<file path="src/rtl/display_scan_ctrl_pkg.sv">
// Shared types and constants for the 7-segment scan controller.
package display_pkg;

  typedef enum logic [1:0] {
    IDLE  = 2'd0,
    ON    = 2'd1,
    GUARD = 2'd2
  } state_e;

  localparam logic [3:0] ANODE_OFF = 4'b1111;
  localparam logic [6:0] SEG_OFF   = 7'h7F;

  // Active-low {g,f,e,d,c,b,a} patterns, entry [n] is hex digit n
  localparam logic [15:0][6:0] HEX_SEG = {
    7'h0E, 7'h06, 7'h21, 7'h46, 7'h03, 7'h08, 7'h10, 7'h00,
    7'h78, 7'h02, 7'h12, 7'h19, 7'h30, 7'h24, 7'h79, 7'h40
  };

endpackage

</file>
<file path="src/rtl/display_scan_ctrl_hex_to_seg7.sv">
// Combinational hex nibble to active-low 7-segment pattern.
module hex_to_seg7
  import display_pkg::*;
(
  input  logic [3:0] hex,
  output logic [6:0] seg_c
);

  assign seg_c = HEX_SEG[hex];

endmodule

</file>
<file path="src/rtl/display_scan_ctrl.sv">
// 4-digit multiplexed 7-segment scan controller with guard blanking and
// frame-aligned, tear-free value updates over a valid/ready handshake.
module display_scan_ctrl
  import display_pkg::*;
#(
  parameter int unsigned REFRESH_DIV = 100000,
  parameter int unsigned BLANK_CYC   = 64
) (
  input  logic        clk,
  input  logic        rst_n,
  input  logic        en,
  input  logic        blank_lz,
  input  logic        load_valid,
  output logic        load_ready,
  input  logic [15:0] load_data,
  input  logic [3:0]  load_dp,
  output logic [3:0]  anode,
  output logic [6:0]  seg,
  output logic        dp,
  output logic        frame_tick
);

  localparam int unsigned PW = $clog2(REFRESH_DIV);
  localparam logic [PW-1:0] ON_LAST   = PW'(REFRESH_DIV - BLANK_CYC - 1);
  localparam logic [PW-1:0] SLOT_LAST = PW'(REFRESH_DIV - 1);

  state_e        state_q, state_d;
  logic [1:0]    idx_q, idx_d;
  logic [PW-1:0] presc_q, presc_d;
  logic [15:0]   disp_q, disp_d;
  logic [3:0]    dpr_q, dpr_d;
  logic [15:0]   pend_data_q, pend_data_d;
  logic [3:0]    pend_dp_q, pend_dp_d;
  logic          pend_full_q, pend_full_d;
  logic          load_ready_q, load_ready_d;
  logic [3:0]    anode_q, anode_d;
  logic [6:0]    seg_q, seg_d;
  logic          dp_q, dp_d;
  logic          frame_tick_q, frame_tick_d;

  logic          frame_end_c;
  logic          commit_c;
  logic          capture_c;
  logic [3:0]    nib_c;
  logic          lz_c;
  logic [6:0]    seg_dec_c;

  // Scan FSM, pending buffer and frame-boundary commit
  always_comb begin
    state_d      = state_q;
    idx_d        = idx_q;
    presc_d      = presc_q;
    disp_d       = disp_q;
    dpr_d        = dpr_q;
    pend_data_d  = pend_data_q;
    pend_dp_d    = pend_dp_q;
    pend_full_d  = pend_full_q;

    frame_end_c  = (state_q == GUARD) && (presc_q == SLOT_LAST) && (idx_q == 2'd3);
    capture_c    = load_valid && load_ready_q;
    commit_c     = pend_full_q && ((state_q == IDLE) || frame_end_c);

    if (commit_c) begin
      disp_d      = pend_data_q;
      dpr_d       = pend_dp_q;
      pend_full_d = 1'b0;
    end else if (capture_c) begin
      pend_data_d = load_data;
      pend_dp_d   = load_dp;
      pend_full_d = 1'b1;
    end

    frame_tick_d = frame_end_c && en;

    if (!en) begin
      state_d = IDLE;
      idx_d   = 2'd0;
      presc_d = '0;
    end else begin
      case (state_q)
        IDLE: begin
          state_d = ON;
          idx_d   = 2'd0;
          presc_d = '0;
        end
        ON: begin
          presc_d = presc_q + PW'(1);
          if (presc_q == ON_LAST) state_d = GUARD;
        end
        GUARD: begin
          if (presc_q == SLOT_LAST) begin
            state_d = ON;
            presc_d = '0;
            idx_d   = idx_q + 2'd1;
          end else begin
            presc_d = presc_q + PW'(1);
          end
        end
        default: begin
          state_d = IDLE;
          idx_d   = 2'd0;
          presc_d = '0;
        end
      endcase
    end

    load_ready_d = !pend_full_d;
  end

  // Digit nibble and leading-zero blank for the slot being entered
  always_comb begin
    nib_c = 4'h0;
    lz_c  = 1'b0;
    case (idx_d)
      2'd0: nib_c = disp_d[3:0];
      2'd1: begin nib_c = disp_d[7:4];   lz_c = blank_lz && (disp_d[15:4]  == 12'h000); end
      2'd2: begin nib_c = disp_d[11:8];  lz_c = blank_lz && (disp_d[15:8]  == 8'h00);   end
      2'd3: begin nib_c = disp_d[15:12]; lz_c = blank_lz && (disp_d[15:12] == 4'h0);    end
      default: nib_c = 4'h0;
    endcase
  end

  hex_to_seg7 u_dec (
    .hex   (nib_c),
    .seg_c (seg_dec_c)
  );

  // Pin values follow the next state so anode/seg/dp switch together
  always_comb begin
    anode_d = ANODE_OFF;
    seg_d   = SEG_OFF;
    dp_d    = 1'b1;
    if (state_d == ON) begin
      case (idx_d)
        2'd0:    anode_d = 4'b1110;
        2'd1:    anode_d = 4'b1101;
        2'd2:    anode_d = 4'b1011;
        default: anode_d = 4'b0111;
      endcase
      seg_d = lz_c ? SEG_OFF : seg_dec_c;
      dp_d  = ~dpr_d[idx_d];
    end
  end

  // State and data registers
  always_ff @(posedge clk or negedge rst_n) begin
    if (!rst_n) begin
      state_q      <= IDLE;
      idx_q        <= 2'd0;
      presc_q      <= '0;
      disp_q       <= 16'h0000;
      dpr_q        <= 4'h0;
      pend_data_q  <= 16'h0000;
      pend_dp_q    <= 4'h0;
      pend_full_q  <= 1'b0;
      load_ready_q <= 1'b1;
      anode_q      <= ANODE_OFF;
      seg_q        <= SEG_OFF;
      dp_q         <= 1'b1;
      frame_tick_q <= 1'b0;
    end else begin
      state_q      <= state_d;
      idx_q        <= idx_d;
      presc_q      <= presc_d;
      disp_q       <= disp_d;
      dpr_q        <= dpr_d;
      pend_data_q  <= pend_data_d;
      pend_dp_q    <= pend_dp_d;
      pend_full_q  <= pend_full_d;
      load_ready_q <= load_ready_d;
      anode_q      <= anode_d;
      seg_q        <= seg_d;
      dp_q         <= dp_d;
      frame_tick_q <= frame_tick_d;
    end
  end

  assign load_ready = load_ready_q;
  assign anode      = anode_q;
  assign seg        = seg_q;
  assign dp         = dp_q;
  assign frame_tick = frame_tick_q;

endmodule
</file>
<file path="config.mk">
export PLATFORM = sky130hd
export DESIGN_NAME = display_scan_ctrl
export DESIGN_NICKNAME = d
export VERILOG_FILES = /design/src/rtl/display_scan_ctrl_pkg.sv /design/src/rtl/display_scan_ctrl_hex_to_seg7.sv /design/src/rtl/display_scan_ctrl.sv
export SDC_FILE = /design/constraint.sdc
export NUM_CORES = 1
export LEC_CHECK = 0
export ABC_AREA = 0
export BUFFER_PORTS_ARGS = -buffer_cell sky130_fd_sc_hd__buf_2
export CELL_PAD_IN_SITES_DETAIL_PLACEMENT = 1
export CELL_PAD_IN_SITES_GLOBAL_PLACEMENT = 1
export CORE_AREA = 4 4 110 112
export CTS_BUF_LIST = sky130_fd_sc_hd__clkbuf_8
export DETAILED_ROUTE_END_ITERATION = 10
export DIE_AREA = 0 0 114 116
export PLACE_DENSITY = 0.61
export SYNTH_ARGS = -nofsm -noshare
export SYNTH_HDL_FRONTEND = slang
export SYNTH_SLANG_ARGS = --single-unit
</file>
<file path="constraint.sdc">
create_clock -name clk -period 5.4 [get_ports clk]
set_clock_uncertainty 0.1 [all_clocks]
set_input_delay 0.54 -clock clk [delete_from_list [all_inputs] [get_ports clk]]
set_output_delay 0.54 -clock clk [all_outputs]
set_load 0.005 [all_outputs]
</file>
==> results of run 1 <==
==> power by group <==
part	switching [mW]	internal, mW
Clock	0.215	0.259
Combinational	0.354	0.341
Sequential	0.0965	0.779
==> logic make-up after synthesis <==
logic type,Yosys count,share of synthesized area
compound gates,37,0.07398
xor+xnor,15,0.03468
fa+ha+maj,12,0.03963
buf+inv,28,0.03996
flops,76,0.5063
mux,53,0.1552
simple gates,99,0.1503
==> critical path, cell delays in order (launching register included) <==
cell	delay, ns
dfrtp_1	0.44
nor4b_4	0.45
and4_2	0.35
nand3_2	0.11
a31oi_4	0.46
mux2_2	0.39
mux2i_1	0.45
inv_1	0.16
ha_1	0.26
mux2_2	0.27
nor2_1	0.09
o21ai_1	0.08
==> per-layer routing <==
layer,vias up,global-route usage
met5,-,0
li1,1184,-
met3,14,0.02350
met4,0,0.05622
met1,1233,0.1670
met2,34,0.2041
==> final timing paths <==
check / startpoint / end / slack [ns] / cells after the start
setup reg to reg: presc_q[12] / seg[3] / 1.69 / 11
max in group asynchronous: rst_n / presc_q[11] / 4.34 / 1
hold reg to reg: disp_q[3] / disp_q[3] / 0.40 / 2
hold / removal: rst_n / pend_dp_q[1] / 0.23 / 1
setup / recovery: presc_q[12] / seg[3] / 1.69 / 11
min in group clk: load_dp[1] / pend_dp_q[1] / 0.31 / 2
==> layout by cell type (no fill, tap or decap), types with 3 or more instances in the layout <==
| cell type | count |
|---|---|
| a21oi_1 | 10 |
| buf_2 | 37 |
| buf_4 | 3 |
| clkbuf_8 | 9 |
| dfrtp_1 | 63 |
| dfstp_2 | 13 |
| ha_1 | 12 |
| inv_1 | 16 |
| mux2_2 | 39 |
| mux2i_1 | 12 |
| nand2_1 | 16 |
| nand2b_1 | 4 |
| nand3_1 | 12 |
| nand4_1 | 3 |
| nor2_1 | 31 |
| nor2b_1 | 4 |
| nor3_1 | 3 |
| nor4_1 | 3 |
| o211ai_1 | 4 |
| o21ai_0 | 3 |
| o21ai_1 | 5 |
| xnor2_1 | 3 |
| xor2_1 | 12 |
==> layout make-up <==
type / count / area [um^2]
Inverter: 15 / 56.30
Clock inverter: 7 / 92.59
Fill cell: 1233 / 6927
Multi-Input combinational cell: 216 / 1719
Sequential cell: 76 / 1918
Tap cell: 143 / 178.9
Clock buffer: 9 / 123.9
Timing Repair Buffer: 40 / 207.7
==> flip-flops by register name, indices dropped and copies added, names as in the netlist <==
signal,flops
presc_q,17
disp_q,16
pend_data_q,16
seg,7
anode,4
dpr_q,4
pend_dp_q,4
idx_q,2
state_q,2
dp,1
frame_tick,1
load_ready,1
pend_full_q,1
==> per-stage QoR <==
stage	util	hold WS, ns	std cells
finish	0.3828	0.2278	506
global route	0.3828	0.2973	506
CTS	0.3828	0.2616	506
detailed placement	0.3635	0.3783	490
global placement	0.3635	0.3692	490
floorplan	-	0.1444	320
==> key figures, run 1 <==
Detailed routing
  – WL/cell: 15.45 um
  – Met2 wire len: 3752 um
  – Via count: 2465
  – DR WL met3: 192 um
  – Post-route ant nets: 0
  – Starting DRT DRC Count: 90
  – First-pass iteration count of the detailed router: 4
  – Remaining DRCs: 0
  – Vias per cell: 4.872
  – Final WL: 7816 um
  – Max layer used: met4
  – M1 WL: 3688 um

Timing
  – Final Critical Period: 3.707 ns
  – Setup TNS: 0 ns
  – Fin crit share: 0.6866
  – Final Setup Violations: 0
  – Pins Over Slew Limit: 0
  – Unrepaired setup endpoints after global routing: no
  – Slew HR: 0.3635
  – FMAX: 269.7 MHz
  – Final hold viol count: 0
  – PnR worst setup slack: 1.693 ns
  – Worst Tran Pin Value: 0.9547 ns

Synthesis
  – Cell Area, Synth: 3789 um^2
  – Synth Flop Type: dfrtp_1
  – Synth unique cells: 59
  – Share of the synthesized area in the top cell type: 0.4161
  – Register area share after synthesis: 0.5063
  – Synth area leader: dfrtp_1
  – Post-Syn Nets: 357
  – Yosys Warn Count: 0
  – Synth Register Bits: 76
  – Top-count cell post-synth: dfrtp_1
  – Post-synth top cells: dfrtp_1 (63), mux2_2 (39), nor2_1 (31)
  – Cell count after synthesis: 320
  – Async set-reset flop share out of synthesis: 1.000
  – Number of synthesized flops with an enable pin: 0
  – Synth top area cells: dfrtp_1 (42%), mux2_2 (12%), dfstp_2 (9.0%)
  – Syn_area_per_cell: 11.84 um^2

Place
  – Placer Congestion: 0.7149
  – Cell Area, Placed: 4080 um^2
  – Buffers on Ports: 38
  – Detailed Place HPWL: 5687 um
  – Placement Setup Slack: 1.673 ns

GRT
  – Gr ovfl total: 0
  – Largest net degree at the start of global routing: 77
  – Initial antenna violation count: 0
  – First-pass GRT wire length: 13350 um
  – Global-route usage over all layers: 0.1268
  – Vias in the first global route: 2695

Critical path
  – Crit path DAT: 3.86 ns
  – Worst-path fanout max: 13
  – Worst path required time: 5.56 ns
  – Crit path kind: flip-flop to flip-flop
  – Worst Setup End Kind: flip-flop
  – CP Launch Type: flip-flop

Floorplanning
  – Row count: 39
  – Die Footprint: 13220 um^2
  – Ports: 39
  – Die Span Y: 116 um
  – Initial Utilization: 0.3376
  – Die X: 114 um
  – Core area: 11220 um^2

Cells and area
  – Final instance area: 4297 um^2
  – Area delta synth->final: 13.41%
  – NumNets Final: 395
  – Diodes inserted: 0
  – Fraction of layout cells with a size suffix above 1: 0.3499

Clock network
  – Clock Latency Late Sink: 0.35 ns
  – Post_cts resized: 0
  – CTS tree: built
  – Htree depth: 3
  – CTS root buffer: clkbuf_8
  – Total CTS buffers: 9
  – Hold buffers post-CTS: 0
  – Post-CTS setup buffers: 0
  – Clk buf depth: 2
  – TritonCTS Sinks: 76
  – Worst-path clk slew: 0.09 ns

Power and ir drop
  – Pwr Total: 2.044 mW
  – VDD IR max: 214.8 uV
  – Cell Pwr Density: 475.7 nW/um^2
  – Leak: 1.818 nW

Outcome
  – Outcome: finished, final reports clean

Job
  – Max-Cap Viols: 0

Hold path
  – Tightest Hold Check Type: input pin to async pin
Note: power is estimated with default switching activity, not from simulation.
==> inputs of run 2 (changes only) <==
--- a/config.mk
+++ b/config.mk
@@ -13,7 +13,7 @@
 export CTS_BUF_LIST = sky130_fd_sc_hd__clkbuf_8
 export DETAILED_ROUTE_END_ITERATION = 10
 export DIE_AREA = 0 0 114 116
-export PLACE_DENSITY = 0.61
+export PLACE_DENSITY = 0.64
 export SYNTH_ARGS = -nofsm -noshare
 export SYNTH_HDL_FRONTEND = slang
 export SYNTH_SLANG_ARGS = --single-unit
==> constraint.sdc (replaced) <==
create_clock -name clk -period 3.1 [get_ports clk]
set_clock_uncertainty 0.1 [all_clocks]
set_input_delay 0.31 -clock clk [delete_from_list [all_inputs] [get_ports clk]]
set_output_delay 0.31 -clock clk [all_outputs]
set_load 0.005 [all_outputs]
==> run 2 against run 1 <==
The run now ends with negative hold slack left. Non-clock buffer count is 30 higher. Core utilization grew 3.4 points. Final cell count grew 6.1%. Register-to-register slack worse by 1.7 ns. Combinational power increased by 140%. Critical endpoint unchanged. Sequential power rose by 77%. Routed wire length rose by 12%. Final area is 9.0% higher. Sequential share of layout area decreased by 3.7 points. Flip-flop and latch count is the same. Hold slack lost 0.24 ns.
==> key figures, run 2 (synthesized netlist as in run 1, its figures left out) <==
Outcome
  – Outcome: finished, violations left
  – Failing checks: negative hold slack

Timing
  – Fin crit share: 0.9964 (+0.3098)
  – Slew HR: 0.3603 (-0.003197)
  – Setup TNS: 0 ns (unchanged)
  – Final Critical Period: 3.089 ns (-0.6187 ns)
  – Unrepaired setup endpoints after global routing: yes
  – Final hold viol count: 14 (+14)
  – Final hold slack: -0.01366 ns (-0.2415 ns)
  – Worst Tran Pin Value: 0.9595 ns (+0.004794 ns)
  – Pins Over Slew Limit: 0 (unchanged)
  – PnR worst setup slack: 0.01126 ns (-1.681 ns)
  – FMAX: 323.8 MHz (+20%)
  – Final Setup Violations: 0 (unchanged)

Job
  – Max-Cap Viols: 0 (unchanged)

Floorplanning
  – Initial Utilization: 0.3376 (unchanged)
  – Core area: 11220 um^2 (unchanged)
  – Row count: 39 (unchanged)
  – Die Span Y: 116 um (unchanged)
  – Die Footprint: 13220 um^2 (unchanged)
  – Die X: 114 um (unchanged)
  – Ports: 39 (unchanged)

Critical path
  – Buf/Inv on CP: 2 (+1)
  – Worst Setup End Kind: flip-flop
  – Worst-path cell chain: nor4b_4, nand4_4, o21ai_4, clkbuf_16, mux2_4, mux2_4, mux2i_4, inv_2, ha_4, mux2_2, nor2_2, o21ai_1
  – Crit path from: presc_q[12]
  – Worst-path fanout max: 5 (-8)
  – Crit path kind: flip-flop to flip-flop
  – R2R Path Start: presc_q[12]
  – Cell mode on critical path: mux2_4
  – Max stage delay on crit path: 0.44 ns (-0.02 ns)
  – Slowest stage cell on the critical path: dfrtp_2
  – CP Launch Type: flip-flop
  – Crit path DAT: 3.27 ns (-0.59 ns)
  – Cell family with most CP delay: multiplexers
  – Worst path required time: 3.28 ns (-2.28 ns)

Clock network
  – CTS root buffer: clkbuf_8
  – Hold buffers post-CTS: 0 (unchanged)
  – Clk buf depth: 2 (unchanged)
  – Worst-path clk slew: 0.08 ns (about the same)
  – TritonCTS Sinks: 76 (unchanged)
  – CTS tree: built
  – Htree depth: 3 (unchanged)
  – Total CTS buffers: 9 (unchanged)
  – Clock Latency Late Sink: 0.36 ns (about the same)

GRT
  – First-pass GRT wire length: 13780 um (+3.2%)
  – Vias in the first global route: 2676 (-0.71%)
  – Largest net degree at the start of global routing: 77 (unchanged)
  – Global-route usage over all layers: 0.1334 (+0.006678)
  – Gr ovfl total: 0 (unchanged)
  – Initial antenna violation count: 0 (unchanged)

Detailed routing
  – Via count: 2603 (+5.6%)
  – Remaining DRCs: 0 (unchanged)
  – WL/cell: 16.31 um (+5.6%)
  – First-pass iteration count of the detailed router: 4 (unchanged)
  – Post-route ant nets: 0 (unchanged)
  – Final WL: 8760 um (+12%)
  – Starting DRT DRC Count: 61 (-32%)
  – Vias per cell: 4.847 (-0.50%)

Cells and area
  – Largest register FFs: 17 (unchanged)
  – Final instance area: 4683 um^2 (+9.0%)
  – Leading registers by flop count: presc_q (17), disp_q (16), pend_data_q (16)
  – Largest Register: presc_q
  – Commonest cells after routing, fill and taps aside: dfrtp_1 (62), buf_2 (37), mux2_2 (33), buf_4 (29), nor2_1 (28)
  – Fraction of layout cells with a size suffix above 1: 0.4518 (+0.1019)
  – Area delta synth->final: 23.61%
  – NumNets Final: 426 (+7.8%)
  – Post-Layout Cell Count: 537 (+6.1%)
  – Commonest non-fill, non-tap cell in the layout: dfrtp_1
  – Diodes inserted: 0 (unchanged)

Power and ir drop
  – Leak: 2.009 nW (+10%)
  – VDD IR max: 432.5 uV (+100%)
  – Cell Pwr Density: 847.3 nW/um^2 (+78%)

Hold path
  – Tightest Hold Check Type: input pin to async pin

Place
  – Placer Congestion: 0.8123 (+14%)
  – Placement Setup Slack: -0.03298 ns (-1.706 ns)
  – Cell Area, Placed: 4270 um^2 (+4.7%)
  – Placed insts: 507 (+3.5%)
  – Detailed Place HPWL: 5985 um (+5.2%)
  – Buffers on Ports: 38 (unchanged)
-- run 2: cell types whose count changed in the layout (fill, tap and decap cells not counted), moves of 3 or more --
cell,before,now
nor2_2,0,3
buf_4,3,29
mux2_2,39,33
nor2_1,31,28
mux2_4,1,8
mux2i_1,12,6
inv_1,16,13
ha_1,12,9
mux2i_2,1,5
-- run 2: where the power goes --
| part | total, mW | internal [mW] | switching [mW] |
|---|---|---|---|
| Combinational | 1.66 | 0.891 | 0.768 |
| Sequential | 1.55 | 1.36 | 0.196 |
| Clock | 0.755 | 0.368 | 0.387 |
| Total | 3.97 | 2.62 | 1.35 |
-- run 2: worst paths after layout --
check	depth (start not counted)	slack, ns	end
max	12	0.01	seg[3]
min	1	-0.01	pend_dp_q[2]
max reg2reg	12	0.01	seg[3]
min reg2reg	1	0.40	dpr_q[0]
max in group asynchronous	1	2.22	presc_q[12]
min in group clk	2	0.07	pend_data_q[4]
-- run 2: routing by layer --
layer	global-route usage	wire length [um]	share of wire	up-vias
met5	0	0	0	-
li1	-	-	-	1254
met2	0.2112	4245	0.48	32
met3	0.03394	233	0.027	9
met1	0.1770	4145	0.47	1308
met4	0.04988	136	0.016	0
-- run 2: timing repair --
item,4_1_cts,5_1_grt
endpoints found under the setup margin,3,7
gates cloned,0,3
hold endpoints to repair,0,0
gates resized for setup,2,20
pin swaps,2,9
setup buffers,1,10
-- run 2: area by class of cell --
cell class                      count  area (um^2)
Fill cell                        1225         6540
Sequential cell                    76         1919
Clock inverter                      7        70.07
Inverter                           15        58.81
Multi-Input combinational cell    217         1848
Tap cell                          143        178.9
Timing Repair Buffer               70        484.2
Clock buffer                        9        123.9
-- run 2: stage by stage --
stage / util / power, mW / hold slack (ns)
after detailed placement: 0.3805 / 2.943 / 0.3832
after global routing: 0.4173 / 4.242 / 0.04416
after CTS: 0.3986 / 3.721 / 0.02909
after global placement: 0.3805 / 2.892 / 0.3744
final: 0.4173 / 3.968 / -0.01366
after floorplan: - / 2.518 / -0.08559
